<file path="src/rtl/otter_pkg.sv">
// Shared types and constants for the fetch front end: NOP encoding, queue entry
// layout and the fetch-queue FSM state encoding.
package otter_pkg;

   localparam logic [31:0] NOP_INSTR = 32'h0000_0013;

   typedef struct packed {
      logic [31:0] pc;
      logic [31:0] ir;
   } ifq_entry_t;

   typedef enum logic [1:0] {
      RESET_S  = 2'd0,
      RUN      = 2'd1,
      REDIRECT = 2'd2
   } ifq_state_e;

   // Sequential fetch address; 32-bit wrap is intentional.
   function automatic logic [31:0] next_fetch_pc(input logic [31:0] pc);
      return pc + 32'd4;
   endfunction

endpackage

</file>
<file path="src/rtl/ifq_fifo.sv">
// Fetch-queue storage: DEPTH entries, one write port, combinational read.
// Contents are never reset; occupancy tracking in the parent decides validity.
module ifq_fifo
   import otter_pkg::*;
#(
   parameter int DEPTH = 4,
   localparam int PW = $clog2(DEPTH)
) (
   input  logic          CLK,
   input  logic          WR_EN,
   input  logic [PW-1:0] WR_PTR,
   input  ifq_entry_t    WR_DATA,
   input  logic [PW-1:0] RD_PTR,
   output ifq_entry_t    RD_DATA
);

   ifq_entry_t mem [DEPTH];

   always_ff @(posedge CLK) begin
      if (WR_EN) begin
         mem[WR_PTR] <= WR_DATA;
      end
   end

   assign RD_DATA = mem[RD_PTR];

endmodule

</file>
<file path="src/rtl/inst_fetch_queue.sv">
// Instruction fetch queue between the I-cache and the IF/DE register.
// Optional same-cycle bypass of an empty queue is enabled by macro IFQ_BYPASS_EN.
module inst_fetch_queue
   import otter_pkg::*;
#(
   parameter int          DEPTH    = 4,
   parameter logic [31:0] RESET_PC = 32'h0000_0000,
   localparam int         PW       = $clog2(DEPTH),
   localparam int         CW       = PW + 1
) (
   input  logic          CLK,
   input  logic          RESET_N,
   output logic          FETCH_REQ,
   output logic [31:0]   FETCH_PC,
   input  logic          FETCH_ACK,
   input  logic [31:0]   FETCH_IR,
   output logic          DE_VALID,
   input  logic          DE_READY,
   output logic [31:0]   DE_PC,
   output logic [31:0]   DE_IR,
   input  logic          FLUSH,
   input  logic [31:0]   FLUSH_PC,
   output logic [CW-1:0] COUNT,
   output ifq_state_e    DBG_STATE
);

   localparam logic [CW-1:0] FULL_CNT = CW'(DEPTH);

   ifq_state_e    state_q;
   logic [31:0]   pc_q;
   logic [CW-1:0] count_q;
   logic [PW-1:0] wr_ptr_q;
   logic [PW-1:0] rd_ptr_q;

   ifq_entry_t head;
   ifq_entry_t wr_entry;
   ifq_entry_t de_entry;
   logic       not_empty;
   logic       fire;
   logic       enq;
   logic       deq;

   // Handshakes: a transfer happens only in a cycle where both sides are high
   // (FETCH_REQ&FETCH_ACK into the queue, DE_VALID&DE_READY out of it); neither
   // valid waits on its ready, and FLUSH overrides both transfers.
   assign not_empty = (count_q != '0);
   assign FETCH_REQ = (state_q == RUN) && (count_q != FULL_CNT) && !FLUSH;
   assign fire      = FETCH_REQ & FETCH_ACK;
   assign deq       = not_empty & DE_READY;
   assign wr_entry  = '{pc: pc_q, ir: FETCH_IR};

`ifdef IFQ_BYPASS_EN
   logic bypass;
   assign bypass   = fire & ~not_empty;
   // A bypassed word consumed by decode this cycle never occupies a slot.
   assign enq      = fire & ~(bypass & DE_READY);
   assign DE_VALID = not_empty | bypass;

   always_comb begin
      de_entry = '{pc: 32'h0, ir: NOP_INSTR};
      if (not_empty) begin
         de_entry = head;
      end else if (bypass) begin
         de_entry = wr_entry;
      end
   end
`else
   assign enq      = fire;
   assign DE_VALID = not_empty;

   always_comb begin
      de_entry = '{pc: 32'h0, ir: NOP_INSTR};
      if (not_empty) begin
         de_entry = head;
      end
   end
`endif

   assign DE_PC     = de_entry.pc;
   assign DE_IR     = de_entry.ir;
   assign FETCH_PC  = pc_q;
   assign COUNT     = count_q;
   assign DBG_STATE = state_q;

   ifq_fifo #(.DEPTH(DEPTH)) u_fifo (
      .CLK     (CLK),
      .WR_EN   (enq),
      .WR_PTR  (wr_ptr_q),
      .WR_DATA (wr_entry),
      .RD_PTR  (rd_ptr_q),
      .RD_DATA (head)
   );

   always_ff @(posedge CLK or negedge RESET_N) begin
      if (!RESET_N) begin
         state_q  <= RESET_S;
         pc_q     <= RESET_PC;
         count_q  <= '0;
         wr_ptr_q <= '0;
         rd_ptr_q <= '0;
      end else if (FLUSH) begin
         state_q  <= REDIRECT;
         pc_q     <= FLUSH_PC;
         count_q  <= '0;
         wr_ptr_q <= '0;
         rd_ptr_q <= '0;
      end else begin
         case (state_q)
            RESET_S:  state_q <= RUN;
            REDIRECT: state_q <= RUN;
            default:  state_q <= RUN;
         endcase
         if (fire) begin
            pc_q <= next_fetch_pc(pc_q);
         end
         if (enq) begin
            wr_ptr_q <= wr_ptr_q + 1'b1;
         end
         if (deq) begin
            rd_ptr_q <= rd_ptr_q + 1'b1;
         end
         case ({enq, deq})
            2'b10:   count_q <= count_q + 1'b1;
            2'b01:   count_q <= count_q - 1'b1;
            default: count_q <= count_q;
         endcase
      end
   end

endmodule

</file>
<file path="config.mk">
export PLATFORM = sky130hd
export DESIGN_NAME = inst_fetch_queue
export DESIGN_NICKNAME = d
export VERILOG_FILES = /design/src/rtl/otter_pkg.sv /design/src/rtl/ifq_fifo.sv /design/src/rtl/inst_fetch_queue.sv
export SDC_FILE = /design/constraint.sdc
export NUM_CORES = 1
export LEC_CHECK = 0
export BUFFER_PORTS_ARGS = -buffer_cell sky130_fd_sc_hd__buf_4
export CORE_UTILIZATION = 50
export DETAILED_ROUTE_END_ITERATION = 12
export PLACE_DENSITY_LB_ADDON = 0.1
export RECOVER_POWER = 25
export REMOVE_ABC_BUFFERS = 1
export SLEW_MARGIN = 40
export SYNTH_ARGS = -nofsm -noshare
export SYNTH_HDL_FRONTEND = slang
export SYNTH_HIERARCHICAL = 1
export SYNTH_SLANG_ARGS = --single-unit
</file>
<file path="constraint.sdc">
create_clock -name CLK -period 12.62 [get_ports CLK]
set_input_delay 0.631 -clock CLK [delete_from_list [all_inputs] [get_ports CLK]]
set_output_delay 0.631 -clock CLK [all_outputs]
set_load 0.005 [all_outputs]
</file>
==> results_dict.tcl, run 1 <==
set metrics [dict create \
    insertion_delay_ns 0.54 \
    area_delta_synth_final_pct 20.2 \
    grt_usage_pct 21.1 \
    dpl.hpwl_mm 15.5 \
    synth-async-reset-ratio_pct 13.8 \
    wirelength_mm 25.5 \
    clockPowerShare_pct 33.1 \
    synthTopCellsByCount "256 x edfxtp_1, 62 x and2_1, 60 x mux4_2, 41 x dfrtp_1, 39 x nand2_1" \
    crit_family "buffers and inverters" \
    cts_tree "done" \
    start_util_pct 51.3 \
    synth_edf_count 256 \
    tightestPinTransition_ns 2.33 \
    path_class "input port to flop" \
    setup.worst_path.end_class "flop" \
    hold_violations 0 \
    relSlewSlack_pct -55.3 \
    slew_violations 91 \
    switchingPower_w 0.000677 \
    place_area_sq_mm 0.0137 \
    cts_buffers 30 \
    comb_power_share_pct 23.1 \
    fin_skew_ns 0.0182 \
    worst_ep_arrival_time_ns 4.39 \
    grt_overflow_total 0 \
    swShare_pct 25.5 \
    cts_resized 0 \
    drt-initial-drc-count 503 \
    synth_top_cell_by_area "edfxtp_1" \
    clockBufferDepth 3 \
    power_density_mw_per_mm2 182 \
    cts_hold_buf 0 \
    diodes 0 \
    status "complete, but fails checks" \
    ff2ff_setup_slack_ns 9.47 \
    final_area_sq_mm 0.0146 \
    gr-usage-met1_pct 30.5 \
    routedWlPerCell_um 21.5 \
    io_pins 172 \
    dieArea_sq_mm 0.0249 \
    htreeDepth 1 \
    grt_pass1_vias 6781 \
    grt_use_met3_pct 3.07 \
    crit_top_cell "nor2_1" \
    drt_pre_antenna_iters 5 \
    rows 56 \
    synth_cell_types 62 \
    gp_congestion 0.819 \
    slowest_delay_ns 1.49 \
    synth.area.top_cells "edfxtp_1 63%, mux4_2 11%, dfrtp_1 8.4%" \
    antenna_found_initial 0 \
    io_buffer_count 171 \
    synth_top_area_share_pct 63.3 \
    ir_drop_uv 194 \
    layout.nets 915 \
    drv_cap 2 \
    drc_errors 0 \
    hold_path_class "input port to flop" \
    grt_max_degree 67 \
    dieWidth_um 158 \
    setup_viol_count_final 0 \
    fmax_mhz 246 \
    crit_slowest_cell "clkbuf_1" \
    drive_gt1_share_pct 32.6 \
    p_leak_nw 5.09 \
    ys_seq_elements 297 \
    seqPwrFrac_pct 43.8 \
    cts.reportedPaths.clkPinSlew_ns 0.06 \
    rsz0062_at_grt "no" \
    start_kind "input port" \
    power_w 0.00265 \
    min_period_over_period_pct 32.1 \
    path_cells "clkbuf_1, nand4bb_1, or2_1, buf_4, inv_2, nor2_1, fa_1, or4bb_1, o31ai_1, xnor2_1, nor2_1" \
    synth_seq_area_share_pct 71.7 \
    coreArea_sq_mm 0.0237 \
    fin_crit_ns 4.06 \
    routed_via_density 5.67 \
    syn_area_sq_mm 0.0122 \
    cts_root_buf "clkbuf_16" \
    vias 6726 \
    die_h_um 158 \
    yosysWarnings 6 \
    path_buf_inv 3 \
    use_met2_pct 34.0 \
    worstPathRequired_ns 12.96 \
    busiest_layer "met2" \
    final.setup.tns_ns 0 \
    avgSynthCellArea_sq_um 18.3 \
    synth_ff_type "edfxtp_1" \
    grt_pass1_wl_mm 39.2 \
    yosysMostFrequentCell "edfxtp_1" \
    violations "capacitance limit, slew limit" \
    synthCells 663 \
    cts.sink_count 297 \
    postRouteAntennaNets 0 \
    crit_fanout 48 \
    p_int_w 0.00198 \
    post-cts-setup-buffers 0 \
]
layout by cell type, fill, tap and decap left out, drive strengths merged, types with 6 or more instances in the layout:
cell / instances
o311ai: 7
and2: 64
a21oi: 6
nand2: 39
mux4: 64
edfxtp: 256
clkinv: 9
clkbuf: 77
nand3: 21
dfrtp: 41
o211ai: 7
and3: 6
buf: 148
nor2: 19
nand4: 10
o21ai: 22
xor2: 8
worst min-delay path, stage by stage:
cell     delay, ns
buf_4         0.08
a32oi_1       0.04
nand2_1       0.05
metal layers:
layer / up-vias / part of all wire (%)
met5: - / 0
met4: 0 / 1.3
met3: 24 / 6.3
met2: 278 / 49
met1: 3430 / 44
li1: 2994 / -
stage by stage:
step           cells  utilization (%)  hold WS, ns  worst slack [ns]
3_3_place_gp    1127             57.6        0.540              9.01
4_1_cts         1186             62.2       0.0896              9.10
5_1_grt         1186             61.7        0.286              8.33
6_report        1186             61.7        0.298              8.56
3_5_place_dp    1131             58.0        0.543              8.94
2_1_floorplan    630                -        0.335              5.63
power by group through the flow:
stage	Clock, W	Sequential (W)	Combinational (W)
after global placement	0	0.00119	0.000619
after global routing	0.000932	0.00117	0.000671
after detailed placement	0	0.00118	0.000631
final	0.000878	0.00116	0.000612
after floorplan	0	0.00120	0.000304
after CTS	0.000896	0.00116	0.000633
cells by family (layout without fill, tap and decap cells):
kind of cell | count (synthesis) | count (layout) | synth area share (%)
fa+ha+maj | 2 | 2 | 0.268
mux | 69 | 69 | 12.4
simple gates | 189 | 189 | 9.26
xor+xnor | 12 | 12 | 0.865
buf+inv | 37 | 241 | 2.31
compound gates | 57 | 57 | 3.16
flops | 297 | 297 | 71.7
state kept, by name, indices dropped and copies added (netlist names):
signal,cells
DBG_STATE,2
FETCH_PC,32
rd_ptr_q,2
wr_ptr_q,2
COUNT,3
u_fifo/mem,256
final timing paths:
kind	from	end	cells after the start
max reg2reg	DBG_STATE[1]	u_fifo/mem[1][23]	6
max	FLUSH	COUNT[2]	11
min in group asynchronous	RESET_N	DBG_STATE[1]	1
min reg2reg	FETCH_PC[0]	u_fifo/mem[2][32]	0
max in group asynchronous	RESET_N	rd_ptr_q[0]	1
min	FLUSH_PC[4]	FETCH_PC[4]	3
final cells by class:
class,count,area (sq um)
fillers,1788,9070
flip-flops and latches,297,8720
multi-input cells,329,3180
repair buffers,182,1300
clock buffers,43,891
well taps,319,399
clock inverters,12,113
inverters,4,15.0
(Power assumes the default switching activity.)
==> run 2: changes to the inputs <==
--- a/config.mk
+++ b/config.mk
@@ -5,6 +5,7 @@
 export SDC_FILE = /design/constraint.sdc
 export NUM_CORES = 1
 export LEC_CHECK = 0
+export ABC_AREA = 1
 export BUFFER_PORTS_ARGS = -buffer_cell sky130_fd_sc_hd__buf_4
 export CORE_UTILIZATION = 50
 export DETAILED_ROUTE_END_ITERATION = 12
==> constraint.sdc (replaced) <==
create_clock -name CLK -period 4.1 [get_ports CLK]
set_input_delay 0.205 -clock CLK [delete_from_list [all_inputs] [get_ports CLK]]
set_output_delay 0.205 -clock CLK [all_outputs]
set_load 0.005 [all_outputs]
==> run 2 against run 1 <==
Against the previous run: the flow still finishes with violations (capacitance limit, slew limit); first-iteration DRC count increased by 48%; synthesized cell count increased by 140%; largest cell class unchanged; combinational power increased to 3.7 times the previous value; core utilization increased by 0.38 points; sequential power increased to 3.1 times the previous value; sequential share of layout area decreased by 9.0 points; cell count increased by 86%; total power increased to 3.2 times the previous value; area after synthesis increased by 16%; via count increased by 56%; non-clock buffer count increased by 64.
==> results_dict.tcl, run 2 <==
set metrics [dict create \
    dp_cells 2090 \
    path_buf_inv 4 \
    violations "capacitance limit, slew limit" \
    dpl.hpwl_mm 19.2 \
    worstPathRequired_ns 3.89 \
    antenna_found_initial 0 \
    fill_cells 2370 \
    ff2ff_setup_slack_ns 1.49 \
    final_cell_mix "516 x nand2_1, 375 x inv_1, 256 x edfxtp_1" \
    gp_congestion 0.845 \
    diodes 0 \
    clockPowerShare_pct 31.7 \
    synth_ff_type "edfxtp_1" \
    largest_reg_flops 256 \
    yosysWarnings 6 \
    area_delta_synth_final_pct 22.2 \
    synth-async-reset-ratio_pct 13.8 \
    reg2reg_from "DBG_STATE[1]" \
    grt_pass1_wl_mm 51.0 \
    top_layer "met4" \
    crit_family "buffers and inverters" \
    routedWlPerCell_um 14.6 \
    insertion_delay_ns 0.54 \
    fin_skew_ns 0.0146 \
    die_h_um 170 \
    io_buffer_count 171 \
    synthTopCellsByCount "516 x nand2_1, 374 x inv_1, 256 x edfxtp_1, 162 x nand3_1, 114 x nor2_1" \
    drt_pre_antenna_iters 7 \
    p_int_w 0.00598 \
    grt_usage_pct 22.8 \
    drc_errors 0 \
    syn_area_sq_mm 0.0141 \
    status "complete, but fails checks" \
    route.met3.wl_mm 1.78 \
    crit_slowest_cell "dfrtp_4" \
    worstReg2RegEnd "u_fifo/mem[1][8]" \
    path_cells "inv_6, buf_4, nand2_1, nand3_1, nand2_1, inv_1, nor2_1, buf_4" \
    grt_pass1_vias 9711 \
    synth_seq_area_share_pct 61.9 \
    largest_register "u_fifo/mem" \
    cts_root_buf "clkbuf_16" \
    p_leak_nw 8.16 \
    crit_path_end "DE_IR[20]" \
    drive_gt1_share_pct 11.8 \
    vias 10500 \
    postRouteAntennaNets 0 \
    path_class "flop to output pin" \
    wirelength_mm 32.2 \
    setup.worst_path.end_class "output pin" \
    comb_power_share_pct 26.6 \
    drv_cap 2 \
    clockBufferDepth 3 \
    grt_max_degree 91 \
    rsz0062_at_grt "no" \
    place_area_sq_mm 0.0157 \
    drt-initial-drc-count 744 \
    setup_viol_count_final 0 \
    worst_ep_arrival_time_ns 2.82 \
    cts.reportedPaths.clkPinSlew_ns 0.06 \
    slowest_delay_ns 0.68 \
    wl_met2_mm 15.4 \
    synth_top_cell_by_area "edfxtp_1" \
    ys_seq_elements 297 \
    final_common_cell "nand2_1" \
    seqPwrFrac_pct 41.8 \
    min_period_over_period_pct 73.7 \
    whs_ns 0.0548 \
    avgSynthCellArea_sq_um 8.87 \
    relSlewSlack_pct -63.0 \
    layout.nets 1879 \
    rr_worst_depth 6 \
    synthCells 1587 \
    slew_violations 82 \
    hold_violations 0 \
    synth_cell_types 30 \
    final_area_sq_mm 0.0172 \
    fmax_mhz 331 \
    crit_start "rd_ptr_q[0]" \
    path_depth 8 \
    fin_crit_ns 3.02 \
    power_w 0.00856 \
    tightestPinTransition_ns 2.45 \
    yosysMostFrequentCell "nand2_1" \
    coreArea_sq_mm 0.0277 \
    htreeDepth 1 \
    rows 61 \
    io_pins 172 \
    final_cell_count_no_fill 2210 \
    met1Wirelength_mm 14.6 \
    post-cts-setup-buffers 0 \
    swShare_pct 30.2 \
    routed_via_density 4.73 \
    hold_path_class "input port to flop" \
    cts_tree "done" \
    dieArea_sq_mm 0.0288 \
    switchingPower_w 0.00259 \
    crit_fanout 89 \
    start_util_pct 50.8 \
    cts.sink_count 297 \
    power_density_mw_per_mm2 498 \
    synth.area.top_cells "edfxtp_1 55%, nand2_1 14%, inv_1 10%" \
    grt_overflow_total 0 \
    synth_edf_count 256 \
    cts_buffers 30 \
    ir_drop_uv 475 \
    start_kind "flop" \
    final.setup.tns_ns 0 \
    dieWidth_um 170 \
    synth_top_area_share_pct 54.6 \
]
## run 2: cell count changes in the layout (fill, tap and decap cells not counted), sizes merged, moves of 99 or more
cell,change
nor2,+99
nand2,+480
inv,+374
nand3,+143
## run 2: cell families after synthesis
group / Yosys count / synth area share (%)
compound gates: 29 / 1.21
xor+xnor: 11 / 0.684
fa+ha+maj: 2 / 0.231
buf+inv: 436 / 12.4
flops: 297 / 61.9
simple gates: 812 / 23.6
## run 2: how the worst min path moves through the flow
stage | from | to | cells after the start | slack [ns]
2_1_floorplan | RESET_N | COUNT[0] | 0 | -0.09
3_3_place_gp | RESET_N | FETCH_PC[23] | 1 | 0.23
3_5_place_dp | RESET_N | FETCH_PC[23] | 1 | 0.24
4_1_cts | FLUSH | DBG_STATE[1] | 1 | 0.02
5_1_grt | FLUSH_PC[3] | FETCH_PC[3] | 4 | 0.05
6_report | FLUSH_PC[3] | FETCH_PC[3] | 4 | 0.05
## run 2: metrics by stage
stage	utilization, %	setup WS [ns]
6_report	62.1	1.08
5_1_grt	62.1	0.858
4_1_cts	62.5	1.03
3_5_place_dp	56.6	1.35
3_3_place_gp	56.6	1.38
2_1_floorplan	-	-2.08
## run 2: final cells by class
class	instances	area, sq um	area share (%)
timing repair buffer	246	1940	11.3
clock buffer	34	787	4.58
inverter	379	1430	8.34
clock inverter	22	204	1.19
multi-input combinational	854	3640	21.2
sequential	297	8720	50.7
tap	378	473	2.75
## run 2: power by group through the flow
stage                     clock network (W)  registers, W  logic (W)
after global placement                    0       0.00363    0.00223
after CTS                           0.00277       0.00357    0.00232
final                               0.00271       0.00357    0.00227
after floorplan                           0       0.00364    0.00110
after detailed placement                  0       0.00364    0.00226
after global routing                0.00288       0.00359    0.00257
## run 2: layer usage
layer / track usage, % / vias up
li1: - / 5287
met1: 31.7 / 4840
met2: 38.1 / 293
met3: 2.96 / 44
met4: 5.13 / 0
met5: 0 / -
## run 2: what timing repair did
action / CTS / global route
endpoints found under the hold margin: 200 / 0
resized for setup: 0 / 0
hold buffers: 64 / 0
## run 2: worst register-to-register path, delay by kind of cell (launching register included)
family / cells / cell delay [ns]
DFF: 1 / 0.39
and+or+nand+nor: 3 / 0.87
buffers and inverters: 3 / 0.93
